--- src/rtl/storage_to_draw_conversion.sv ---
// Converts a stored-object record into four screen-space points for the draw stage.
// Optional build macro S2D_CLAMP_EN saturates coordinates instead of wrapping them.
module storage_to_draw_conversion (
  input  logic        clk_in,
  input  logic        rst_in,
  input  logic        valid_in,
  input  logic        is_static,
  input  logic [1:0]  id_bits,
  input  logic [35:0] params,
  input  logic [10:0] pos_x,
  input  logic [9:0]  pos_y,
  input  logic [15:0] vel_x,
  input  logic [15:0] vel_y,
  input  logic        ready_in,
  output logic [86:0] draw_props,
  output logic        valid_out,
  output logic        busy_out
);

  typedef enum logic [1:0] {IDLE, CALC, DONE} state_t;

  localparam logic [1:0] ID_NONE   = 2'b00;
  localparam logic [1:0] ID_CIRCLE = 2'b01;
  localparam logic [1:0] ID_LINE   = 2'b10;
  localparam logic [1:0] ID_RECT   = 2'b11;

  state_t      state;
  logic [1:0]  step;
  logic        cap_static;
  logic [1:0]  cap_id;
  logic [35:0] cap_params;
  logic [10:0] cap_pos_x;
  logic [9:0]  cap_pos_y;

  // Unreduced rectangle running sum so p3 is pos+a+b even when p2 was clamped.
  logic signed [12:0] acc_x, acc_y;
  logic [10:0] p2x, p3x, p4x;
  logic [9:0]  p2y, p3y, p4y;

  logic signed [12:0] op_ax, op_ay, op_bx, op_by;
  logic signed [12:0] sum_x, sum_y;
  logic signed [12:0] radius_op;
  logic [10:0] red_x;
  logic [9:0]  red_y;
  logic        last_step;

  logic unused_vel;
  assign unused_vel = ^{vel_x, vel_y};

  always_comb begin
`ifdef S2D_CLAMP_EN
    // Any radius at or beyond 2048 saturates the same way, so cap it to keep the sum in range.
    if (|cap_params[20:11]) radius_op = 13'sd2048;
    else                    radius_op = {2'b00, cap_params[10:0]};
`else
    radius_op = {2'b00, cap_params[10:0]};
`endif
  end

  always_comb begin
    op_ax = '0;
    op_ay = '0;
    op_bx = '0;
    op_by = '0;
    case (cap_id)
      ID_CIRCLE: begin
        op_ax = {2'b00, cap_pos_x};
        op_ay = {3'b000, cap_pos_y};
        op_bx = radius_op;
      end
      ID_LINE: begin
        op_bx = {2'b00, cap_params[20:10]};
        op_by = {3'b000, cap_params[9:0]};
      end
      ID_RECT: begin
        case (step)
          2'd0: begin
            op_ax = {2'b00, cap_pos_x};
            op_ay = {3'b000, cap_pos_y};
            op_bx = {{4{cap_params[35]}}, cap_params[35:27]};
            op_by = {{4{cap_params[26]}}, cap_params[26:18]};
          end
          2'd1: begin
            op_ax = acc_x;
            op_ay = acc_y;
            op_bx = {{4{cap_params[17]}}, cap_params[17:9]};
            op_by = {{4{cap_params[8]}}, cap_params[8:0]};
          end
          default: begin
            op_ax = {2'b00, cap_pos_x};
            op_ay = {3'b000, cap_pos_y};
            op_bx = {{4{cap_params[17]}}, cap_params[17:9]};
            op_by = {{4{cap_params[8]}}, cap_params[8:0]};
          end
        endcase
      end
      default: ;
    endcase
    sum_x = op_ax + op_bx;
    sum_y = op_ay + op_by;
  end

  always_comb begin
`ifdef S2D_CLAMP_EN
    if (sum_x < 13'sd0)         red_x = '0;
    else if (sum_x > 13'sd2047) red_x = '1;
    else                        red_x = sum_x[10:0];
    if (sum_y < 13'sd0)         red_y = '0;
    else if (sum_y > 13'sd1023) red_y = '1;
    else                        red_y = sum_y[9:0];
`else
    red_x = sum_x[10:0];
    red_y = sum_y[9:0];
`endif
  end

  assign last_step = (cap_id == ID_RECT) ? (step == 2'd2) : (step == 2'd0);

  always_ff @(posedge clk_in or posedge rst_in) begin
    if (rst_in) begin
      state      <= IDLE;
      step       <= '0;
      cap_static <= 1'b0;
      cap_id     <= '0;
      cap_params <= '0;
      cap_pos_x  <= '0;
      cap_pos_y  <= '0;
      acc_x      <= '0;
      acc_y      <= '0;
      p2x        <= '0;
      p2y        <= '0;
      p3x        <= '0;
      p3y        <= '0;
      p4x        <= '0;
      p4y        <= '0;
      draw_props <= '0;
      valid_out  <= 1'b0;
      busy_out   <= 1'b0;
    end else begin
      case (state)
        IDLE: begin
          if (valid_in) begin
            cap_static <= is_static;
            cap_id     <= id_bits;
            cap_params <= params;
            cap_pos_x  <= pos_x;
            cap_pos_y  <= pos_y;
            step       <= '0;
            acc_x      <= '0;
            acc_y      <= '0;
            p2x        <= '0;
            p2y        <= '0;
            p3x        <= '0;
            p3y        <= '0;
            p4x        <= '0;
            p4y        <= '0;
            busy_out   <= 1'b1;
            state      <= CALC;
          end
        end
        CALC: begin
          acc_x <= sum_x;
          acc_y <= sum_y;
          case (step)
            2'd0: begin
              p2x <= red_x;
              p2y <= red_y;
            end
            2'd1: begin
              p3x <= red_x;
              p3y <= red_y;
            end
            default: begin
              p4x <= red_x;
              p4y <= red_y;
            end
          endcase
          if (last_step) state <= DONE;
          else           step  <= step + 2'd1;
        end
        DONE: begin
          // First DONE cycle publishes the result; the handshake only completes once it is visible.
          if (!valid_out) begin
            draw_props <= {cap_static, cap_id,
                           (cap_id == ID_NONE) ? 11'd0 : cap_pos_x,
                           (cap_id == ID_NONE) ? 10'd0 : cap_pos_y,
                           p2x, p2y, p3x, p3y, p4x, p4y};
            valid_out  <= 1'b1;
          end else if (ready_in) begin
            valid_out <= 1'b0;
            busy_out  <= 1'b0;
            state     <= IDLE;
          end
        end
        default: begin
          state    <= IDLE;
          busy_out <= 1'b0;
        end
      endcase
    end
  end

endmodule

--- config.mk ---
export PLATFORM = sky130hd
export DESIGN_NAME = storage_to_draw_conversion
export DESIGN_NICKNAME = d
export VERILOG_FILES = /design/src/rtl/storage_to_draw_conversion.sv
export SDC_FILE = /design/constraint.sdc
export NUM_CORES = 1
export LEC_CHECK = 0
export ABC_CLOCK_PERIOD_IN_PS = 9700
export CAP_MARGIN = 40
export CORE_MARGIN = 2
export CORE_UTILIZATION = 63
export DETAILED_ROUTE_END_ITERATION = 8
export DONT_BUFFER_PORTS = 1
export GPL_ROUTABILITY_DRIVEN = 0
export GPL_TIMING_DRIVEN = 0
export PLACE_DENSITY = 0.79
export SLEW_MARGIN = 20
export SYNTH_ARGS = -nofsm -noshare
export SYNTH_HDL_FRONTEND = slang
export SYNTH_SLANG_ARGS = --single-unit
--- constraint.sdc ---
create_clock -name clk_in -period 9.7 [get_ports clk_in]
set_clock_uncertainty 0.1 [all_clocks]
set_input_delay 0.485 -clock clk_in [delete_from_list [all_inputs] [get_ports clk_in]]
set_output_delay 0.485 -clock clk_in [all_outputs]
set_load 0.1 [all_outputs]
---- After elaboration in Yosys (flattened, before gate mapping) ----
Index checks and enable logic that the tools add are counted.
word-level totals
  word-level logic and storage cells ...... 94
  latch bits .............................. 0
  memory bits (read-only) ................. 0
  bits in registers ....................... 242
  memories ................................ 0
  memory bits (writable) .................. 0
cells by class
  divide/modulo/power cells ............... 0
  magnitude comparators ................... 0
  eq/ne operators ......................... 15
  mux-type cells .......................... 42
  reductions and logical operators ........ 14
  add/sub/neg operators ................... 3
  bitwise operators ....................... 2
  shift-type cells ........................ 0
  multiply operators ...................... 0
operators with widths
  cell                 count
  $pmux 13 s2          5
  $pmux 11 s2          3
  $mux 13              5
  $pmux 10 s2          3
  $mux 11              5
  $mux 10              5
  $pmux 13 s3          1
  $add 13x13->13       2
  $ne 2x2->1 const B   8
  $mux 2               6
  $reduce_and 3->1     4
  $eq 2x2->1 const B   4
  $reduce_and 4->1     2
  $eq 2x1->1 const B   3
  $logic_not 2->1      3
  $mux 1               6
  $pmux 2 s3           1
  $reduce_and 2->1     3
  $pmux 2 s2           1
  $pmux 1 s3           1
  $add 2x1->2 const B  1
  $not 1->1            2
  $reduce_bool 2->1    1
  $reduce_or 2->1      1

---- Longest topological paths before layout ----
  word-level depth ........................ 6
  gate-level depth with buffers ........... 16

---- Worst setup path before layout ----
OpenSTA, ideal clock, no wires.
  path type ............................... register -> register
  from .................................... register step[1]
  to ...................................... register p2x[8]
  data required time ...................... 9534 ps
  arrival time ............................ 3007 ps
  cell stages (with the launch flop) ...... 17
  path buffers ............................ 2
  library setup time ...................... 66 ps
  setup slack ............................. 6526 ps
  cell sequence ........................... dfrtp_1 > inv_1 > ha_1 > and2_1 > buf_2 > clkbuf_1 > nand2_1 > a21boi_0 > ha_1 > inv_1 > fa_1 > nand2b_1 > a21oi_1 > a211oi_2 > o21ai_1 > xor2_1 > a22o_1
between the ends
  longest elaborated chain between the ends .. 6
  elaborated cells on any way between the ends .. 11
  classes of those cells .................. 1 x add/sub; 2 x eq/ne; 6 x mux; 2 x reduce/logical
ends and longest elaborated chain
  item                                                  RTL line  text
  start, declared                                       28        logic [1:0] step;
  start signal, assigned                                179       else step <= step + 2'd1;
  $eq 2x1->1 / $logic_not 2->1 (equally long branches)  76, 164
  $mux 13                                               76        case (step)
  $pmux 13 s2 / $pmux 13 s3 (equally long branches)     65        case (cap_id)
  $add 13x13->13                                        99        sum_x = op_ax + op_bx;
  $mux 11                                               164       case (step)
  $pmux 11 s2                                           140       case (state)
  end signal, assigned                                  166       p2x <= red_x;
  end, declared                                         37        logic [10:0] p2x, p3x, p4x;
Several ways; a longest one is shown, not always the timed one. The select of a mux whose other input is x is not followed.
A chain may end at the register's enable or synchronous reset.

---- Worst setup path in the final report ----
  from .................................... register step[1]
  to ...................................... register p3y[8]
between the ends
  longest elaborated chain between the ends .. 6
  elaborated cells on any way between the ends .. 11
  classes of those cells .................. 1 x add/sub; 2 x eq/ne; 6 x mux; 2 x reduce/logical
ends and longest elaborated chain
  item                                                  RTL line  text
  $eq 2x1->1 / $logic_not 2->1 (equally long branches)  76, 164
  $mux 13                                               76
  $pmux 13 s2                                           65
  $add 13x13->13                                        100       sum_y = op_ay + op_by;
  $mux 10                                               164
  $pmux 10 s2                                           140
  end signal, assigned                                  171       p3y <= red_y;
  end, declared                                         38        logic [9:0] p2y, p3y, p4y;
Several ways; a longest one is shown, not always the timed one. The select of a mux whose other input is x is not followed.

==> out/metrics.cfg <==
[floorplan]
ios=185
die_x_microns=134
start_util=0.641
die-area_sq_mm=0.0179
fp.dieH_microns=134
coreArea_sq_mm=0.0165
rows=47

[cts]
cts_buffer_depth=3
cts_sinks=237
clock-root-buffer=clkbuf_16
htreeDepth=1
postCtsSetupRepairBufs=0
cts_tree=done
cts_inserted_buffers=24
clk_pin_slew_worst_paths_ns=0.07
clk_latency_ns=0.53

[finish]
nets=1383
finalInstanceArea_sq_mm=0.0139
fillCellCount=759
layout-drive-gt1-share=0.156
syn_to_final_growth_pct=31.4
fin_util=0.843

[worst_setup_path]
crit_buf_inv=4
path_cells=inv_1, ha_1, buf_6, buf_2, clkbuf_1, nand3_1, a21boi_0, ha_1, fa_1, a21o_1, a21oi_1, o221ai_1, xor2_1, a22o_1
reg2reg_depth=14
worstSetupEndpointType=register
critical_path_class=register to register
path_delay_family=compound AO/OA/AOI/OAI gates
timing.rr.start=step[1]$_DFFE_PP0P_
crit_top_cell=ha_1
slowest_stage=xor2_1
critical_path.startpoint_type=register
cp.depth=14
worstSetupStartpoint=step[1]$_DFFE_PP0P_
cp.arrival_ns=4.81
cpPeakStageDelay_ns=0.65
cp.required_ns=10.06
worst-path-max-fanout=10

[timing]
setup_viol=0
fmax_mhz=225
hold_violations=0
slew_viol_final=0
rsz0062_at_grt=false
min_period_over_period=0.459
hold_ws_ns=0.00373
worst_slew_pin_slew_ns=0.928
min_period_ns=4.45
slew_headroom=0.381
tns_ns=0

[synthesis]
syn-num-nets=1194
ys.warnings.count=0
synth.most_common_cell=nand2_1
yosys_register_bits=237
yosys.area.top_type=dfrtp_1
synth.distinct_cells=59
netlist.area_leader.share=0.560
avgSynthCellArea_sq_um=9.88
netlist_top_cells_count=nand2_1 (394), dfrtp_1 (237), mux2_2 (47), o21ai_1 (38), nand3_1 (37)
yosysSeqAreaShare=0.560
synth_edf_count=0
synth_ff_type=dfrtp_1
synth_area_sq_mm=0.0106
syn_inst=1073
yosys-top-cells-area=dfrtp_1 (56%), nand2_1 (14%), mux2_2 (5.0%), ha_1 (2.7%), a21boi_0 (1.9%)
async_flop_share=1.00

[route]
via_count=9628
drt_iter0_drc=1342
totalWireLength_mm=35.8
route.detailed.drc=0
drtAntennaViolNets=0
wl_met1_mm=12.2
vias_per_cell=6.42
wl_met3_mm=3.83
routed.top_layer=met4
wl_met2_mm=17.3
drt-pass1-iter-count=6
wl_per_cell_microns=23.9

[global_routing]
grt_pass1_vias=8905
gr-total-overflow=0
grt_antenna_before_repair=2
grt_max_degree=87
grt_pass1_wl_mm=46.1
grtUsageTotal=0.329

[placed_design]
portBuffers=0
placed_area_sq_mm=0.0121
dp_hpwl_mm=20.4

[worst_hold_path]
hold_path_depth=1
hp-start=params[7]
min_path_type=primary input to register

[job]
drv_cap=0

[run_status]
status=finished, final reports clean

-- final cells by class --
| type | instances | area [sq um] | share of cell area |
|---|---|---|---|
| Tap cell | 220 | 275 | 0.0198 |
| Timing Repair Buffer | 163 | 2260 | 0.162 |
| Buffer | 61 | 282 | 0.0202 |
| Clock inverter | 6 | 82.6 | 0.00593 |
| Antenna cell | 2 | 5.00 | 0.000359 |
| Multi-Input combinational cell | 763 | 4340 | 0.312 |
| Clock buffer | 36 | 697 | 0.0500 |
| Inverter | 12 | 52.6 | 0.00377 |
| Sequential cell | 237 | 5930 | 0.426 |
-- metrics by stage --
stage | std cells | setup WS (ns)
after floorplan | 1073 | 2.61
after global placement | 1293 | 0.333
after detailed placement | 1364 | 5.82
after CTS | 1415 | 5.77
after global routing | 1499 | 5.17
final | 1500 | 5.25
-- routing by layer --
| layer | global-route usage | vias to the layer above |
|---|---|---|
| li1 | - | 3959 |
| met1 | 0.425 | 4594 |
| met2 | 0.555 | 828 |
| met3 | 0.0594 | 247 |
| met4 | 0.132 | 0 |
| met5 | 0 | - |
-- cells by family (layout without fill, tap and decap cells) --
group / count (synthesis) / in the layout / share of synthesized area
multiplexers: 71 / 71 / 0.0744
adder cells (fa/ha/maj): 25 / 25 / 0.0309
XOR/XNOR: 14 / 14 / 0.0123
flip-flops: 237 / 237 / 0.560
buffers and inverters: 73 / 278 / 0.0308
AND/OR/NAND/NOR: 492 / 492 / 0.190
AO/OA/AOI/OAI: 161 / 161 / 0.102
other: 0 / 2 / 0
-- path summary, 6_finish.rpt --
kind	to	slack, ns
max	p3y[8]$_DFFE_PP0P_	5.25
min	cap_params[7]$_DFFE_PP0P_	0.004
max reg2reg	p3y[8]$_DFFE_PP0P_	5.25
min reg2reg	draw_props[86]$_DFFE_PP0P_	0.36
max in group asynchronous	cap_params[27]$_DFFE_PP0P_	8.26
min in group asynchronous	draw_props[0]$_DFFE_PP0P_	0.42
-- flip-flops by register name (all words and copies together), names as in the netlist, 2 cells and up --
name / flops
cap_pos_x: 11
acc_y: 10
step: 2
p4y: 10
p3x: 11
acc_x: 11
p2y: 10
cap_pos_y: 10
state: 2
p2x: 11
draw_props: 87
cap_id: 2
p3y: 10
cap_params: 36
p4x: 11
-- worst reg2reg max path, stage by stage, from the launching register on --
cell and delay, ns:
dfrtp_1 0.43, inv_1 0.15, ha_1 0.18, buf_6 0.16, buf_2 0.30, clkbuf_1 0.41, nand3_1 0.11, a21boi_0 0.52
ha_1 0.31, fa_1 0.23, a21o_1 0.19, a21oi_1 0.13, o221ai_1 0.25, xor2_1 0.65, a22o_1 0.26
-- layout by cell type (no fill, tap or decap), types with 3 or more instances in the layout --
| cell type | Yosys | final |
|---|---|---|
| nand2_1 | 394 | 394 |
| dfrtp_1 | 237 | 237 |
| clkbuf_1 | 23 | 80 |
| buf_16 | 0 | 54 |
| mux2_2 | 47 | 47 |
| o21ai_1 | 38 | 38 |
| clkbuf_16 | 0 | 38 |
| nand3_1 | 37 | 37 |
| buf_1 | 3 | 36 |
| buf_2 | 33 | 33 |
| a21boi_0 | 27 | 27 |
| ha_1 | 23 | 23 |
| a22o_1 | 22 | 22 |
| nor2_1 | 21 | 21 |
| a21oi_1 | 21 | 21 |
| o21ai_0 | 16 | 16 |
| dlygate4sd3_1 | 0 | 14 |
| mux2_1 | 12 | 12 |
| mux2i_1 | 11 | 11 |
| inv_1 | 12 | 11 |
| xnor2_1 | 9 | 9 |
| nand2b_1 | 8 | 8 |
| nor2b_1 | 7 | 7 |
| a21o_1 | 7 | 7 |
| xor2_1 | 4 | 4 |
| nand4_1 | 4 | 4 |
| o31ai_1 | 4 | 4 |
| o22ai_1 | 4 | 4 |
| and2_1 | 3 | 3 |
| clkinv_2 | 0 | 3 |
| clkbuf_8 | 0 | 3 |
-- timing repair --
action,CTS,global route
hold buffers,9,5
hold endpoints to repair,79,5
gates resized for setup,0,0
Power is not shown: default switching activity piles up to over one toggle a cycle in this logic, so the estimate is an artifact.
